`config.mk`:
```
export PLATFORM = sky130hd
export DESIGN_NAME = cache_io_cfg_master
export DESIGN_NICKNAME = d
export VERILOG_FILES = /design/src/rtl/cache_io_pkg.sv /design/src/rtl/cache_io_cfg_timer.sv /design/src/rtl/cache_io_cfg_master.sv
export SDC_FILE = /design/constraint.sdc
export NUM_CORES = 1
export LEC_CHECK = 0
export CAP_MARGIN = 20
export CORE_AREA = 2 2 118 120
export DETAILED_ROUTE_END_ITERATION = 16
export DIE_AREA = 0 0 120 122
export SETUP_SLACK_MARGIN = 0.05
export SLEW_MARGIN = 20
export SYNTH_ARGS = -nofsm -noshare
export SYNTH_HDL_FRONTEND = slang
export SYNTH_SLANG_ARGS = --single-unit
```
`constraint.sdc`:
```
create_clock -name clk -period 2.3 [get_ports clk]
set_input_delay 0.345 -clock clk [delete_from_list [all_inputs] [get_ports clk]]
set_output_delay 0.345 -clock clk [all_outputs]
set_load 0.02 [all_outputs]
```
`src/rtl/cache_io_pkg.sv`:
```
// Shared FSM encoding, bus width defaults and timer sizing helper for the cache IO config master.
package cache_io_pkg;

   localparam int CACHE_IO_ADDR_W = 32;
   localparam int CACHE_IO_DATA_W = 32;

   localparam logic [1:0] ST_IDLE   = 2'd0;
   localparam logic [1:0] ST_CMD    = 2'd1;
   localparam logic [1:0] ST_RDWAIT = 2'd2;
   localparam logic [1:0] ST_RSP    = 2'd3;

   // Counter only needs to reach TIMEOUT_CYC-2 before the expiry decision is taken.
   function automatic int tmo_cnt_w(input int cyc);
      return (cyc > 2) ? $clog2(cyc) : 1;
   endfunction

endpackage

```
`src/rtl/cache_io_cfg_timer.sv`:
```
// Read-response watchdog: counts cycles while run_i is high, clears when it drops.
// expired_o fires in the cycle whose closing edge would bring the count to TIMEOUT_CYC-1.
module cache_io_cfg_timer
   import cache_io_pkg::*;
#(
   parameter int TIMEOUT_CYC = 64
) (
   input  logic clk,
   input  logic rest,
   input  logic run_i,
   output logic expired_o
);

   localparam int            CW   = tmo_cnt_w(TIMEOUT_CYC);
   localparam logic [CW-1:0] LAST = CW'(TIMEOUT_CYC - 2);

   logic [CW-1:0] cnt_q, cnt_d;

   assign cnt_d     = run_i ? cnt_q + CW'(1) : '0;
   assign expired_o = run_i && (cnt_q == LAST);

   always_ff @(posedge clk) begin
      if (rest) begin
         cnt_q <= '0;
      end else begin
         cnt_q <= cnt_d;
      end
   end

endmodule

```
`src/rtl/cache_io_cfg_master.sv`:
```
// Avalon-MM initiator for the cache IO-region s0 port; one request in flight, req->m0 command 1 cycle.
// req_ready only in IDLE, rsp is a one-cycle pulse; CACHE_IO_CFG_TIMEOUT_EN adds a read-response timeout.
module cache_io_cfg_master
   import cache_io_pkg::*;
#(
   parameter int ADDR_W      = CACHE_IO_ADDR_W,
   parameter int DATA_W      = CACHE_IO_DATA_W,
   parameter int TIMEOUT_CYC = 64
) (
   input  logic              clk,
   input  logic              rest,
   input  logic              req_valid,
   output logic              req_ready,
   input  logic              req_write,
   input  logic [ADDR_W-1:0] req_addr,
   input  logic [DATA_W-1:0] req_wdata,
   input  logic [3:0]        req_be,
   output logic              rsp_valid,
   output logic              rsp_write,
   output logic [DATA_W-1:0] rsp_rdata,
   output logic              rsp_err,
   output logic [ADDR_W-1:0] m0_address,
   output logic [3:0]        m0_byteEnable,
   output logic              m0_read,
   output logic              m0_write,
   output logic [DATA_W-1:0] m0_writeData,
   input  logic [DATA_W-1:0] m0_readData,
   input  logic              m0_waitRequest,
   input  logic              m0_readDataValid
);

   logic [1:0]        state_q, state_d;
   logic [ADDR_W-1:0] addr_q, addr_d;
   logic [DATA_W-1:0] wdata_q, wdata_d;
   logic [3:0]        be_q, be_d;
   logic              write_q, write_d;
   logic [DATA_W-1:0] rdata_q, rdata_d;
   logic              err_d;
   logic              tmo_expired;

`ifdef CACHE_IO_CFG_TIMEOUT_EN
   logic err_q;

   cache_io_cfg_timer #(
      .TIMEOUT_CYC (TIMEOUT_CYC)
   ) u_timer (
      .clk       (clk),
      .rest      (rest),
      .run_i     (state_q == ST_RDWAIT),
      .expired_o (tmo_expired)
   );

   assign rsp_err = (state_q == ST_RSP) && err_q;
`else
   logic unused_tmo;

   assign tmo_expired = 1'b0;
   assign unused_tmo  = (TIMEOUT_CYC == 0) | err_d;
   assign rsp_err     = 1'b0;
`endif

   always_comb begin
      state_d = state_q;
      addr_d  = addr_q;
      wdata_d = wdata_q;
      be_d    = be_q;
      write_d = write_q;
      rdata_d = rdata_q;
      err_d   = 1'b0;
`ifdef CACHE_IO_CFG_TIMEOUT_EN
      err_d   = err_q;
`endif
      case (state_q)
         ST_IDLE: begin
            if (req_valid) begin
               addr_d  = req_addr;
               wdata_d = req_wdata;
               be_d    = req_be;
               write_d = req_write;
               rdata_d = '0;
               err_d   = 1'b0;
               state_d = ST_CMD;
            end
         end
         ST_CMD: begin
            if (!m0_waitRequest) begin
               if (write_q) begin
                  state_d = ST_RSP;
               end else if (m0_readDataValid) begin
                  // Zero-latency slave: data arrives alongside command acceptance.
                  rdata_d = m0_readData;
                  state_d = ST_RSP;
               end else begin
                  state_d = ST_RDWAIT;
               end
            end
         end
         ST_RDWAIT: begin
            if (m0_readDataValid) begin
               rdata_d = m0_readData;
               state_d = ST_RSP;
            end else if (tmo_expired) begin
               rdata_d = '0;
               err_d   = 1'b1;
               state_d = ST_RSP;
            end
         end
         default: begin
            state_d = ST_IDLE;
         end
      endcase
   end

   always_ff @(posedge clk) begin
      if (rest) begin
         state_q <= ST_IDLE;
         addr_q  <= '0;
         wdata_q <= '0;
         be_q    <= '0;
         write_q <= 1'b0;
         rdata_q <= '0;
`ifdef CACHE_IO_CFG_TIMEOUT_EN
         err_q   <= 1'b0;
`endif
      end else begin
         state_q <= state_d;
         addr_q  <= addr_d;
         wdata_q <= wdata_d;
         be_q    <= be_d;
         write_q <= write_d;
         rdata_q <= rdata_d;
`ifdef CACHE_IO_CFG_TIMEOUT_EN
         err_q   <= err_d;
`endif
      end
   end

   // Strobes are decoded from state so read and write can never overlap.
   assign req_ready     = (state_q == ST_IDLE);
   assign m0_read       = (state_q == ST_CMD) && !write_q;
   assign m0_write      = (state_q == ST_CMD) && write_q;
   assign m0_address    = addr_q;
   assign m0_byteEnable = be_q;
   assign m0_writeData  = wdata_q;
   assign rsp_valid     = (state_q == ST_RSP);
   assign rsp_write     = (state_q == ST_RSP) && write_q;
   assign rsp_rdata     = rdata_q;

endmodule
```
=== Yosys cells after proc, flatten, opt, wreduce, memory -nomap -nowiden ===
Index checks and enable logic that the tools add are counted.

* Bits of input ports: 106
* Logic and storage cells: 33
* Flip-flop bits (word level): 103
* Output and inout port bits: 106

* Reductions and logical operators: 9
* Eq/ne operators: 7
* Muxes and demuxes: 11

{| class="wikitable"
|+ Operators with widths
! kind !! count
|-
| two-way mux 32 bit || 4
|-
| one-hot mux 32 bit (3 select lines) || 1
|-
| inequality test 2 bit (second input constant) || 4
|-
| two-way mux 2 bit || 3
|-
| one-hot mux 2 bit (3 select lines) || 1
|-
| == test 2 bit (second input constant) || 2
|-
| AND reduction 4 bit || 1
|-
| logical AND 1 bit || 3
|-
| AND reduction 3 bit || 1
|-
| nonzero test 3 bit || 1
|-
| == test 2 x 1 -> 1 bit (second input constant) || 1
|-
| zero test 2 bit || 1
|-
| two-way mux 1 bit || 2
|-
| AND reduction 2 bit || 1
|-
| zero test 1 bit || 1
|}

=== Logic depth before layout (Yosys ltp) ===
* Word-level depth: 4
* Gate-level depth with buffers: 8

=== Least setup slack after synthesis ===
Ideal clock, no wire load.

* Path type: reg-to-reg
* Start: register state_q[0]
* End: register rdata_q[10], in the netlist rsp_rdata[10]
* Setup slack: 0.496 ns
* Setup time: 0.132 ns
* Cell stages (with the launch flop): 9
* Arrival time: 1.671 ns
* Data required time: 2.168 ns
* Clock period less this slack: 1.804 ns
* Path through: dfxtp_1 inv_1 ha_1 buf_4 nor2b_4 a2111o_1 buf_2 o21ai_1 a21oi_1

* Longest elaborated chain between the ends: 3
* Elaborated cells on any way between the ends: 9

{| class="wikitable"
|+ RTL lines
! item !! RTL line !! text
|-
| start: declaration || cache_io_cfg_master.sv:32 || <nowiki>logic [1:0] state_q, state_d;</nowiki>
|-
| start signal: assignment || cache_io_cfg_master.sv:126 || <nowiki>state_q <= state_d;</nowiki>
|-
| == test 2 x 1 -> 1 bit (tied with other cells) || cache_io_cfg_master.sv:73 || <nowiki>case (state_q)</nowiki>
|-
| inequality test 2 bit (no line) / nonzero test 3 bit (equally long branches) || - ||
|-
| AND reduction 4 bit (no line) || - ||
|-
| end signal: assignment || cache_io_cfg_master.sv:131 || <nowiki>rdata_q <= rdata_d;</nowiki>
|-
| end: declaration || cache_io_cfg_master.sv:37 || <nowiki>logic [DATA_W-1:0] rdata_q, rdata_d;</nowiki>
|}

Parallel ways exist; a longest one is shown, timed or not.
A chain may end at the register's enable or synchronous reset.

=== Worst setup path after layout ===
* Start: register state_q[0]
* End: output port rsp_write

* Longest elaborated chain between the ends: 2

{| class="wikitable"
|+ RTL lines
! item !! RTL line !! text
|-
| == test 2 bit || cache_io_cfg_master.sv:146 || <nowiki>assign rsp_write = (state_q == ST_RSP) && write_q;</nowiki>
|-
| logical AND 1 bit || cache_io_cfg_master.sv:146 ||
|-
| end: declaration || cache_io_cfg_master.sv:19 || <nowiki>output logic rsp_write,</nowiki>
|}

Every way passes these cells.

==> impl_metrics.ini <==
[setup_path]
crit_chain = ha_2 -> and2_1 -> clkdlybuf4s50_1
crit_buf_inv = 1
crit_path_start_kind = flip-flop
worstSetupPathType = flip-flop to output port
cp.arrival_ns = 1.79
max_stage_delay_ns = 0.62
worst_ep_required_time_ns = 1.96
crit_slowest_cell = clkdlybuf4s50_1
cpLargestDelayFamily = buffers and inverters
endpoint_kind = output port
worstPathMaxFanout = 5
path_depth = 3
rr_worst_depth = 7

[power]
p_leak_nw = 2.30
power.total_mw = 7.06
vdd_drop_max_mv = 0.536
powerDensity_mw_per_mm2 = 1100

[timing]
clock_skew_ns = 0.00714
slew_violations = 0
clock.fmax_mhz = 468
setup_tns_ns = 0
period_share_pct = 92.9
rsz0062_at_grt = false
finalHoldViolations = 0
setup_viol = 0
layout_min_cycle_time_ns = 2.14
hold_ws_ns = 0.375

[global_routing]
grt_pass1_wl_mm = 19.2
antenna_found_initial = 0
first_global_vias = 3825
track_usage_pct = 16.4
grt_max_degree = 70
overflow = 0

[cts]
cts_tree = yes
htree_levels = 3
clk_pin_slew_worst_paths_ns = 0.07
cts_setup_buffers = 0
cts_buffer_depth = 2
cts-buffers-inserted = 9
cts_num_sinks = 103
root_buffer = clkbuf_16
insertion_delay_ns = 0.34
ctsHoldBuffers = 0

[route]
wl_per_cell_um = 14.5
post-route-drc-count = 0
vias = 3984
dr.first_iter.drc_count = 287
final_antenna_net_count = 0
totalWireLength_mm = 12.3
detail_route.first_pass.iterations = 4
viasPerCell = 4.69

[floorplan]
chipWidth_um = 120
die_y_um = 122
dieArea_mm2 = 0.0146
coreArea_mm2 = 0.0135
rows = 43
io_pins = 212
start_util_pct = 28.9

[placed_design]
hpwl_mm = 8.54
numPortBuffers = 210
place.gp.congestion = 0.758

[yosys]
synth_cell_type_count = 25
ys_seq_area_share_pct = 52.8
syn-num-nets = 587
yosysWarnings = 0
synth_area_per_cell_um2 = 8.20
synthCells = 476
netlist_area_mm2 = 0.00390
synth_seq_cells = 103

[finish]
layout-drive-gt1-share_pct = 4.78
layout.nets = 775
antenna_cells = 0
post-route-util_pct = 47.5
syn2layout_area_growth_pct = 64.2

[run]
max-cap-violations = 0

[hold_path]
hp-class = primary input to flip-flop
whs_path_depth = 2

[outcome]
status = finished clean
-- synthesized netlist by cell type --
cell       instances  share of area, %
nand4_1           32               5.1
nand2_1          140                13
mux2i_1            2              0.51
inv_1              3              0.29
a221oi_1           1              0.22
nor2b_1            1              0.16
buf_4              4              0.77
buf_2              7              0.90
a2111o_1           1              0.29
nor2b_4            2              0.71
clkbuf_4           3              0.58
clkbuf_1          18               1.7
bufbuf_8           1              0.48
conb_1             1             0.096
nor2_1             3              0.29
dfxtp_1          103                53
a21oi_1          102                13
ha_1               5               1.6
a2111oi_4          1              0.71
inv_2              1             0.096
buf_1              7              0.67
buf_6              3              0.87
o21ai_0            1              0.13
o21ai_1           32               4.1
and2_1             2              0.32
-- sequential cells by signal, summed over array words and instances (netlist names) --
signal / cells
m0_address: 32
m0_byteEnable: 4
m0_writeData: 32
rsp_rdata: 32
state_q: 2
write_q: 1
-- final cells by class --
type | instances | area (µm²)
fillers | 1310 | 7090
repair buffers | 220 | 2210
flip-flops and latches | 103 | 2060
well taps | 180 | 225
multi-input cells | 326 | 1600
clock inverters | 3 | 42.5
clock buffers | 13 | 250
inverters | 4 | 15.0
-- worst paths after layout --
| check | startpoint | end | slack [ns] |
|---|---|---|---|
| worst max-delay path | state_q[0] | rsp_write | 0.16 |
| worst min-delay path | rest | m0_address[15] | 0.37 |
| worst max register to register | state_q[0] | rsp_rdata[16] | 0.39 |
| worst min register to register | m0_address[22] | m0_address[22] | 0.45 |
-- cells in the final DEF (no fill, tap or decap), types with 2 or more instances in the layout --
cell	netlist	routed
clkdlybuf4s50_1	0	207
nand2_1	140	139
dfxtp_1	103	103
a21oi_1	102	102
o21ai_1	32	32
nand4_1	32	32
clkbuf_16	0	9
buf_4	4	8
inv_1	3	3
nor2_1	3	3
ha_1	5	3
clkbuf_1	18	3
buf_12	0	3
nor2b_4	2	2
mux2i_1	2	2
ha_2	0	2
-- report_power, final --
group / switching [mW] / internal [mW]
logic: 1.82 / 1.34
registers: 0.205 / 2.17
clock network: 0.644 / 0.874
-- metrics by stage --
step	setup WS, ns	cells	cell area (µm²)
6_report	0.163	849	6410
5_1_grt	0.0960	849	6410
4_1_cts	0.0639	849	6400
3_5_place_dp	0.343	833	6110
3_3_place_gp	0.373	833	6110
2_1_floorplan	0.496	476	3900
-- per-layer routing --
| metal | vias up | part of all wire, % | routed length [µm] | global-route usage, % |
|---|---|---|---|---|
| met5 | - | 0 | 0 | 0 |
| met2 | 148 | 47 | 5730 | 26.1 |
| li1 | 1985 | - | - | - |
| met3 | 21 | 8.7 | 1070 | 5.99 |
| met1 | 1830 | 43 | 5240 | 19.9 |
| met4 | 0 | 2.2 | 270 | 6.91 |
-- kinds of logic (layout without fill, tap and decap cells) --
group / count (synthesis) / after routing / synth area share [%]
AND/OR/NAND/NOR: 180 / 180 / 20.1
AO/OA/AOI/OAI: 138 / 138 / 18.5
flip-flops: 103 / 103 / 52.8
buffers and inverters: 47 / 240 / 6.38
adder cells (fa/ha/maj): 5 / 5 / 1.60
multiplexers: 2 / 2 / 0.513
other: 1 / 1 / 0.0961
-- timing repair --
item	CTS	global route
hold endpoints to repair	0	0
gates cloned	0	0
resized for setup	2	2
setup endpoints to repair	2	2
-- worst reg2reg max path, stage by stage, from the launching register on --
cell and delay [ns]:
dfxtp_1 0.42, inv_1 0.10, ha_1 0.27, nor2b_4 0.16, a2111oi_4 0.33, buf_12 0.23
nand4_1 0.14, a21oi_1 0.18
Note: power is estimated with default switching activity, not from simulation.
